===== src/rtl/prime_search_ctrl.sv =====
// Prime-search sequencer: draws LFSR candidates and drives an external miller_rabin core until a prime is found or the budget runs out.
// Optional macro PRIME_SEARCH_STATS_EN exposes the live attempt counter on the `attempts` port.
module prime_search_ctrl #(
    parameter int unsigned WORD_WIDTH    = 32,
    parameter int unsigned ATTEMPT_WIDTH = 8,
    parameter int unsigned MAX_ATTEMPTS  = 255,
    parameter logic [WORD_WIDTH-1:0] LFSR_TAPS = WORD_WIDTH'(32'h80200003)
) (
    input  logic                     clk,
    input  logic                     rst,
    input  logic                     start,
    input  logic                     seed_load,
    input  logic [WORD_WIDTH-1:0]    seed,
    input  logic [5:0]               security_parameter,
    output logic                     busy,
    output logic                     done,
    output logic                     success,
    output logic [WORD_WIDTH-1:0]    prime,
    output logic                     mr_rst,
    output logic                     mr_enable,
    output logic [WORD_WIDTH-1:0]    mr_n,
    output logic [5:0]               mr_security_parameter,
    input  logic                     mr_done,
    input  logic                     mr_is_prime
`ifdef PRIME_SEARCH_STATS_EN
    ,
    output logic [ATTEMPT_WIDTH-1:0] attempts
`endif
);

    typedef enum logic [2:0] {IDLE, DRAW, LAUNCH, WAIT, FIN} state_t;

    // Candidates are forced odd with the top bit set
    localparam logic [WORD_WIDTH-1:0] CAND_MASK =
        {1'b1, {(WORD_WIDTH-2){1'b0}}, 1'b1};
    localparam logic [ATTEMPT_WIDTH-1:0] MAX_CNT = ATTEMPT_WIDTH'(MAX_ATTEMPTS);

    state_t                   state, state_nx;
    logic [WORD_WIDTH-1:0]    lfsr, lfsr_nx, lfsr_step;
    logic [ATTEMPT_WIDTH-1:0] attempt_cnt, attempt_nx;
    logic [WORD_WIDTH-1:0]    mr_n_nx, prime_nx;
    logic [5:0]               sp_nx;
    logic                     success_nx;
    logic                     busy_nx, done_nx, mr_rst_nx, mr_enable_nx;

    assign lfsr_step = (lfsr >> 1) ^ (lfsr[0] ? LFSR_TAPS : '0);

`ifdef PRIME_SEARCH_STATS_EN
    assign attempts = attempt_cnt;
`endif

    // State and registered outputs
    always_ff @(posedge clk or posedge rst) begin
        if (rst) begin
            state                 <= IDLE;
            lfsr                  <= WORD_WIDTH'(1);
            attempt_cnt           <= '0;
            mr_n                  <= '0;
            prime                 <= '0;
            mr_security_parameter <= '0;
            success               <= 1'b0;
            busy                  <= 1'b0;
            done                  <= 1'b0;
            mr_rst                <= 1'b0;
            mr_enable             <= 1'b0;
        end else begin
            state                 <= state_nx;
            lfsr                  <= lfsr_nx;
            attempt_cnt           <= attempt_nx;
            mr_n                  <= mr_n_nx;
            prime                 <= prime_nx;
            mr_security_parameter <= sp_nx;
            success               <= success_nx;
            busy                  <= busy_nx;
            done                  <= done_nx;
            mr_rst                <= mr_rst_nx;
            mr_enable             <= mr_enable_nx;
        end
    end

    // Next-state and next-output logic; pulse outputs follow the state being entered
    always_comb begin
        state_nx   = state;
        lfsr_nx    = lfsr;
        attempt_nx = attempt_cnt;
        mr_n_nx    = mr_n;
        prime_nx   = prime;
        sp_nx      = mr_security_parameter;
        success_nx = success;

        case (state)
            IDLE: begin
                if (seed_load) begin
                    lfsr_nx = (seed == '0) ? WORD_WIDTH'(1) : seed;
                end
                if (start) begin
                    sp_nx      = security_parameter;
                    attempt_nx = '0;
                    success_nx = 1'b0;
                    state_nx   = DRAW;
                end
            end
            DRAW: begin
                lfsr_nx    = lfsr_step;
                mr_n_nx    = lfsr_step | CAND_MASK;
                attempt_nx = attempt_cnt + ATTEMPT_WIDTH'(1);
                state_nx   = LAUNCH;
            end
            LAUNCH: begin
                state_nx = WAIT;
            end
            WAIT: begin
                if (mr_done) begin
                    if (mr_is_prime) begin
                        success_nx = 1'b1;
                        prime_nx   = mr_n;
                        state_nx   = FIN;
                    end else if (attempt_cnt == MAX_CNT) begin
                        success_nx = 1'b0;
                        prime_nx   = mr_n;
                        state_nx   = FIN;
                    end else begin
                        state_nx = DRAW;
                    end
                end
            end
            FIN: begin
                state_nx = IDLE;
            end
            default: begin
                state_nx = IDLE;
            end
        endcase

        busy_nx      = (state_nx != IDLE);
        done_nx      = (state_nx == FIN);
        mr_rst_nx    = (state_nx == DRAW);
        mr_enable_nx = (state_nx == LAUNCH);
    end

endmodule


===== config.mk =====
export PLATFORM = sky130hd
export DESIGN_NAME = prime_search_ctrl
export DESIGN_NICKNAME = d
export VERILOG_FILES = /design/src/rtl/prime_search_ctrl.sv
export SDC_FILE = /design/constraint.sdc
export NUM_CORES = 1
export LEC_CHECK = 0
export CAP_MARGIN = 5
export CELL_PAD_IN_SITES_DETAIL_PLACEMENT = 1
export CELL_PAD_IN_SITES_GLOBAL_PLACEMENT = 2
export CORE_MARGIN = 2
export CORE_UTILIZATION = 34
export DETAILED_ROUTE_END_ITERATION = 7
export GPL_TIMING_DRIVEN = 0
export PLACE_DENSITY_LB_ADDON = 0.1
export SYNTH_ARGS = -nofsm -noshare
export SYNTH_HDL_FRONTEND = slang
export SYNTH_SLANG_ARGS = --single-unit

===== constraint.sdc =====
create_clock -name clk -period 6.85 [get_ports clk]
set_input_delay 1.37 -clock clk [delete_from_list [all_inputs] [get_ports clk]]
set_output_delay 1.37 -clock clk [all_outputs]
set_load 0.005 [all_outputs]

# Yosys cells after proc, flatten, opt, wreduce, memory -nomap -nowiden
# Cells that the tools add are included.
# classes
n_addsub	1
n_eq_ne	11
n_mux	18
bitwise	1
reduce_logical	11
# op_table
cell	n
32-bit 2-to-1 mux	5
32-bit one-hot mux with 2 select lines	1
32-bit zero test	1
31-bit by 32-bit XOR with 32-bit output	1
8-bit one-hot mux with 2 select lines	1
3-bit 2-to-1 mux	4
3-bit one-hot mux with 4 select lines	1
3-bit by 2-bit == test with 1-bit output (second input constant)	3
8-bit by 1-bit adder with 8-bit output (second input constant)	1
8-bit == test (second input constant)	1
8-bit 2-to-1 mux	1
3-bit by 1-bit == test with 1-bit output (second input constant)	2
2-bit inequality test (second input constant)	3
2-bit AND reduction	3
2-bit nonzero test	3
1-bit 2-to-1 mux	4
4-bit AND reduction	1
3-bit == test (second input constant)	1
3-bit zero test	1
3-bit inequality test (second input constant)	1
3-bit AND reduction	1
3-bit nonzero test	1
1-bit one-hot mux with 2 select lines	1
# word_totals
reg_bits	118
inputBits	44
output_inout_bits	75
elab_cells	53

# Depth between registers and ports, before layout
# logic_depth
depth_word	6
mapped_depth	8
depth_no_buf	5

# Least setup slack after synthesis
# No wires, ideal clock.
# synth_path
kind	in2reg
start	in mr_done
end	reg prime[10]
setup_time_ns	0.125
arrival_ns	2.335
required_time_ns	6.725
slack_ns	4.390
stages	6
path_buffers	2
path_cell_list	nand3_1 -> nor2_1 -> and2_1 -> buf_4 -> buf_6 -> mux2_4
# synth_via
elab_chain_cells	1
# synth_rtl
item	line_no	source
from (decl)	23	input logic mr_done,
3-bit AND reduction (no source line)	--	
to (signal assigned)	71	prime <= prime_nx;
to (decl)	18	output logic [WORD_WIDTH-1:0] prime,
# Every way passes these cells.
# A chain may end at the register's enable or synchronous reset.

# Final worst setup path
# layout_path
start	in seed_load
end	reg lfsr[22]
# layout_via
elab_chain_cells	2
# layout_rtl
item	line_no	source
from (decl)	12	input logic seed_load,
2-bit inequality test (no source line)	--	
2-bit AND reduction (no source line)	--	
to (signal assigned)	68	lfsr <= lfsr_nx;
to (decl)	39	logic [WORD_WIDTH-1:0] lfsr, lfsr_nx, lfsr_step;
# Every way passes these cells.

==> flow_summary.ini <==
[clocking]
cts_buffers = 17
cts_tree = yes
root_buffer = clkbuf_16
cts_resized = 0
clock_latency_ns = 0.41
clk_pin_slew_ns = 0.05
post_cts_buffers = 0
htreeDepth = 4
clk_path_buf_depth = 2
cts_sinks = 116
hold_buffers = 0

[layout]
syn2layout_area_growth_pct = 42.9
regArea_mm2 = 0.00290
nNetsFinal = 627
layout-drive-gt1-share_pct = 15.3
fillers = 1525
antennaDiodeCount = 0
fin_cells = 775
multi_input_area_mm2 = 0.00178

[critical_path]
cpPeakStageDelay_ns = 0.60
crit_slowest_cell = o21ai_1
worstSetupStartpointType = input port
cp.required_ns = 7.15
worstPathArrival_ns = 3.14
end_kind = flop
worstPathMaxFanout = 10
path_class = in -> reg
cp_num_buf_inv = 2
crit_family = buffers and inverters
cp_cell_sequence = clkdlybuf4s50_1, o21ai_1, clkbuf_1, a21oi_1, a21o_1

[synthesis]
yosys.cell_count.top_type = nand2_1
synth.largest_area_cell = dfrtp_1
syn_avg_cell_area_um2 = 11.0
synth_warnings = 0
synthArstFlopShare_pct = 100
synth_seq_cells = 116
syn_area_mm2 = 0.00490
synth_ff_type = dfrtp_1
ys_types = 40
synth_common_cells = 138 x nand2_1, 115 x dfrtp_1, 29 x a21o_1, 29 x a21oi_1, 29 x mux2_4
syn-num-nets = 489
synthCells = 444
synth-edff-count = 0
synth_top_cells_by_area = dfrtp_1 59%, nand2_1 11%, mux2_4 8.9%
synth-seq-area-share_pct = 59.3
yosysTopAreaCellShare_pct = 58.8

[drt]
finalWirelength_um = 13000
firstDrtPassIters = 4
dr.first_iter.drc_count = 137
drcViolationCount = 0
vias_per_cell = 4.87
wl_per_cell_um = 16.7
vias = 3775
final_antenna_net_count = 0

[run]
drv_cap = 0

[die]
die_h_um = 124
core-area_mm2 = 0.0140
die_area_mm2 = 0.0154
start_util_pct = 35.0
rows = 43
die_x_um = 124
io-pin-count = 119

[status]
status = finished, final reports clean

[sta]
fin_skew_ns = 0.00584
maxSlewHeadroom_pct = 50.1
tightest_slew_ns = 0.743
fin_crit_sh_pct = 41.5
fin_crit_ns = 2.84
setup_viol = 0
report.final.slew_viol_count = 0
grt_setup_unrepaired = false
finalSetupTns_ns = 0
fmax_mhz = 352
hold_viol = 0

[global_route]
grtUsageMet2_pct = 26.8
grt_pass1_vias = 3956
antenna_found_initial = 0
met1_usage_pct = 25.2
grt_pass1_wl_um = 20900
grt_util_all_layers_pct = 18.1
grt_overflow = 0
met3_usage_pct = 5.27
busiest_layer = met2
grt_max_degree = 96

[placed_design]
gp_congestion = 0.706
portBuffers = 118
place_hpwl_um = 8930
dp.cells = 743

[hold_path]
worstHoldPathType = reg -> reg

[pwr]
leakagePower_nw = 3.39
vdd_drop_max_mv = 0.173
p_per_area_mw_per_mm2 = 485
-- per-layer routing --
| metal | vias to the layer above | part of all wire (%) |
|---|---|---|
| met5 | - | 0 |
| met4 | 0 | 1.3 |
| met3 | 17 | 5.1 |
| met2 | 98 | 45 |
| met1 | 1881 | 48 |
| li1 | 1779 | - |
-- path summary, 6_finish.rpt --
path                                            start               endpoint  slack, ns  cells after the start
max in group asynchronous                         rst    lfsr[0]$_DFFE_PP1P_       4.80                      3
hold / removal                   lfsr[29]$_DFFE_PP0P_   lfsr[29]$_DFFE_PP0P_       0.47                      1
min in group asynchronous                         rst  prime[26]$_DFFE_PP0P_       1.27                      2
setup / recovery                            seed_load   lfsr[22]$_DFFE_PP0P_       4.01                      5
setup reg to reg           attempt_cnt[1]$_DFFE_PP0P_  prime[17]$_DFFE_PP0P_       4.75                      7
hold reg to reg                  lfsr[29]$_DFFE_PP0P_   lfsr[29]$_DFFE_PP0P_       0.47                      1
-- worst register-to-register path, stage by stage, from the launching register on --
cell and delay [ns]:
dfrtp_1 0.44, ha_1 0.30, and3_1 0.22, a21o_1 0.19
and2_1 0.14, buf_4 0.18, buf_6 0.21, mux2_4 0.32
-- where the power goes --
part	internal [W]	switching (W)	leakage [nW]
clock	0.000678	0.000317	0.318
sequential	0.000987	0.000196	1.46
combinational	0.000700	0.000512	1.61
total	0.00237	0.00102	3.39
-- cells by family after synthesis --
kind of cell | share of synthesized area [%]
simple gates | 15.4
flops | 59.3
compound gates | 10.7
mux | 9.56
buf+inv | 4.24
xor+xnor | 0.537
fa+ha+maj | 0.256
-- cells in the final DEF (no fill, tap or decap), types with 2 or more instances in the layout --
master,synthesis,routed
xnor2_1,2,2
clkinv_2,1,6
mux2_4,29,29
o21ai_1,3,3
clkbuf_1,5,5
inv_1,3,2
clkinvlp_4,0,3
buf_2,9,9
nor2_1,8,8
o21a_1,2,2
and2_1,2,2
and3_1,3,3
buf_4,5,5
nand4_1,3,3
o21ai_0,11,11
buf_6,8,8
bufinv_16,0,6
dfrtp_1,115,115
clkbuf_16,0,17
nor4_1,8,8
o31ai_1,3,3
nand3_1,9,9
a21oi_1,29,29
a21o_1,29,29
clkdlybuf4s50_1,0,118
mux2_2,2,2
nand2_1,138,138
-- metrics by stage --
step / util, % / hold slack [ns] / setup slack (ns) / power (W) / area [um^2]
finish: 50.0 / 0.472 / 4.01 / 0.00339 / 7000
global placement: 45.1 / 0.451 / 0.454 / 0.00238 / 6300
CTS: 50.0 / 0.478 / 3.96 / 0.00345 / 7000
floorplan: - / 0.437 / 2.41 / 0.00182 / 4900
detailed placement: 45.3 / 0.465 / 3.51 / 0.00242 / 6330
global route: 50.0 / 0.487 / 3.87 / 0.00363 / 7000
-- layout make-up --
| type | count | area share (%) |
|---|---|---|
| Clock inverter | 15 | 3.38 |
| Timing Repair Buffer | 119 | 17.3 |
| Multi-Input combinational cell | 297 | 25.5 |
| Clock buffer | 17 | 6.08 |
| Sequential cell | 116 | 41.5 |
| Buffer | 27 | 2.74 |
| Inverter | 4 | 0.304 |
| Tap cell | 180 | 3.22 |
-- flip-flops by register name (all words and copies together), names as in the netlist --
register,count
busy,1
attempt_cnt,8
mr_n,31
lfsr,32
mr_security_parameter,6
mr_rst,1
mr_enable,1
state,3
done,1
prime,31
success,1
No activity file was read; power rests on OpenSTA's default activity.
==> variant (config.mk and constraints unchanged) <==
Encoding of `state_t`: now Gray code (3 bits for 5 states).
--- a/src/rtl/prime_search_ctrl.sv
+++ b/src/rtl/prime_search_ctrl.sv
@@ -29,5 +29,5 @@
 );
 
-    typedef enum logic [2:0] {IDLE, DRAW, LAUNCH, WAIT, FIN} state_t;
+    typedef enum logic [2:0] {IDLE = 3'b000, DRAW = 3'b001, LAUNCH = 3'b011, WAIT = 3'b010, FIN = 3'b110} state_t;
 
     // Candidates are forced odd with the top bit set
Check against the original RTL: no difference found for any inputs over 4 cycles, from zero or initial values and one cycle with rst high; so few cycles prove little.
==> variant against the unedited design <==
- sequential cell count unchanged
- synthesized area stayed put
- die area is the same
- total power fell by 5.1%
- sequential share of layout area is 0.72 points higher
- wire length up 0.58%
- worst setup slack lost 0.042 ns
- critical path depth is the same
- cell count grew 0.26%
- cell area down 1.7%
- critical endpoint is now lfsr[9]
- largest power group unchanged
- highest routed layer unchanged
==> variant: results (changes against the unedited design) <==
[metrics] run status: complete, no violations
[metrics] routed length on met1: 6110 um (-2.6%)
[metrics] Cell variety after synth: 45 (+13%)
[metrics] mean instance size in the synthesized netlist: 11.0 um^2 (-0.67%)
[metrics] first-pass GRT wire length: 21200 um (+1.5%)
[metrics] aggregate routed wire length: 13000 um (+0.58%)
[metrics] clock network latency to the later pin of the worst-skew pair: 0.41 ns (about the same)
[metrics] Setup violations, final: 0 (unchanged)
[metrics] CP Data Arrival Time: 3.18 ns (+0.04 ns)
[metrics] placed wire-length estimate: 9120 um (+2.2%)
[metrics] leakage component of the power: 3.41 nW (+0.60%)
[metrics] post-placement worst setup slack: 3.55 ns (+0.0347 ns)
[metrics] Yosys warning count: 0 (unchanged)
[metrics] Syn Nets: 492 (+0.61%)
[metrics] total placed cells including tap cells: 746 (+0.40%)
[metrics] maximum number of pins on one net before global-route repair: 80 (-17%)
[metrics] met3 layer wire length in the routed design: 600 um (-10%)
[metrics] post-layout net count: 630 (+0.48%)
[metrics] post-synthesis compound-gate area fraction: 11.3% (+0.66 points)
[metrics] post-synthesis xor/xnor area fraction: 0.537% (unchanged)
[metrics] Via Count: 3798 (+0.61%)
[metrics] DR iter-0 viols: 203 (+48%)
[metrics] metal2 WL: 6180 um (+5.4%)
[metrics] area post-placement: 6330 um^2 (unchanged)
[metrics] gp weighted congestion: 0.764 (+8.2%)
[metrics] number of global-route vias before repair: 4154 (+5.0%)
[metrics] global-route usage over all layers: 18.3% (+0.22 points)
[metrics] Layout Skew: 0.00788 ns (+0.00204 ns)
[metrics] Filler Cell Count: 1533 (+0.52%)
[metrics] vias per cell: 4.89 (+0.35%)
[metrics] list of most frequent post-synthesis cells: nand2_1, dfrtp_1, a21oi_1, a21o_1, mux2_4
[metrics] top cells by area, synth: dfrtp_1, nand2_1, mux2_4
[metrics] share of post-route cells with drive strength above 1: 13.9% (-1.4 points)
[metrics] portion of netlist area occupied by mux cells: 9.48% (-0.077 points)
[metrics] Worst Max-Slew Pin Slew: 0.805 ns (+0.0626 ns)
[metrics] largest vdd supply drop: 0.226 mV (+31%)
[variant: changes by cell type in the layout (fill, tap and decap cells not counted), sizes merged, moves of 3 or more]
cell      change
bufinv        -6
nand2         +6
clkinvlp      -3
buf           -3
clkbuf       +10
clkinv        -3
and3          -3
inv           +3
nand3         -3
[variant: per-layer routing]
| layer | up-vias | global-route usage [%] |
|---|---|---|
| li1 | 1783 | - |
| met1 | 1913 | 24.1 |
| met2 | 89 | 29.1 |
| met3 | 13 | 5.49 |
| met4 | 0 | 5.69 |
| met5 | - | 0 |
[variant: power by group]
group	leakage, nW	switching (mW)	internal (mW)	total, mW
Sequential	1.46	0.200	0.993	1.19
Combinational	1.68	0.515	0.699	1.21
Clock	0.273	0.295	0.515	0.810
[variant: cell families (layout without fill, tap and decap cells)]
family / Yosys count / after routing
DFF: 116 / 116
muxes: 32 / 32
xor gates and xnor gates: 3 / 3
AOI/OAI and AO/OA: 87 / 87
and+or+nand+nor: 178 / 178
adders and majority gates: 1 / 1
buffers and inverters: 30 / 180
[variant: layout make-up]
class	count	share of cell area, %
Clock buffer	27	7.60
Multi-Input combinational cell	301	26.3
Tap cell	180	3.27
Clock inverter	4	0.291
Sequential cell	116	42.2
Inverter	6	0.400
Timing Repair Buffer	119	17.6
Buffer	24	2.36
[variant: worst paths after layout]
kind	to	slack [ns]	start	cells after the start
max	lfsr[9]	3.97	seed_load	5
min	lfsr[12]	0.47	lfsr[12]	1
max reg2reg	lfsr[9]	4.84	state[0]	5
min reg2reg	lfsr[12]	0.47	lfsr[12]	1
max in group asynchronous	lfsr[0]	4.78	rst	3
min in group asynchronous	mr_security_parameter[4]	1.34	rst	2
[variant: critical path, stage by stage]
cell and delay [ns]:
clkdlybuf4s50_1 0.44, o21ai_1 0.65, clkbuf_1 0.46, a21oi_1 0.08, a21o_1 0.17
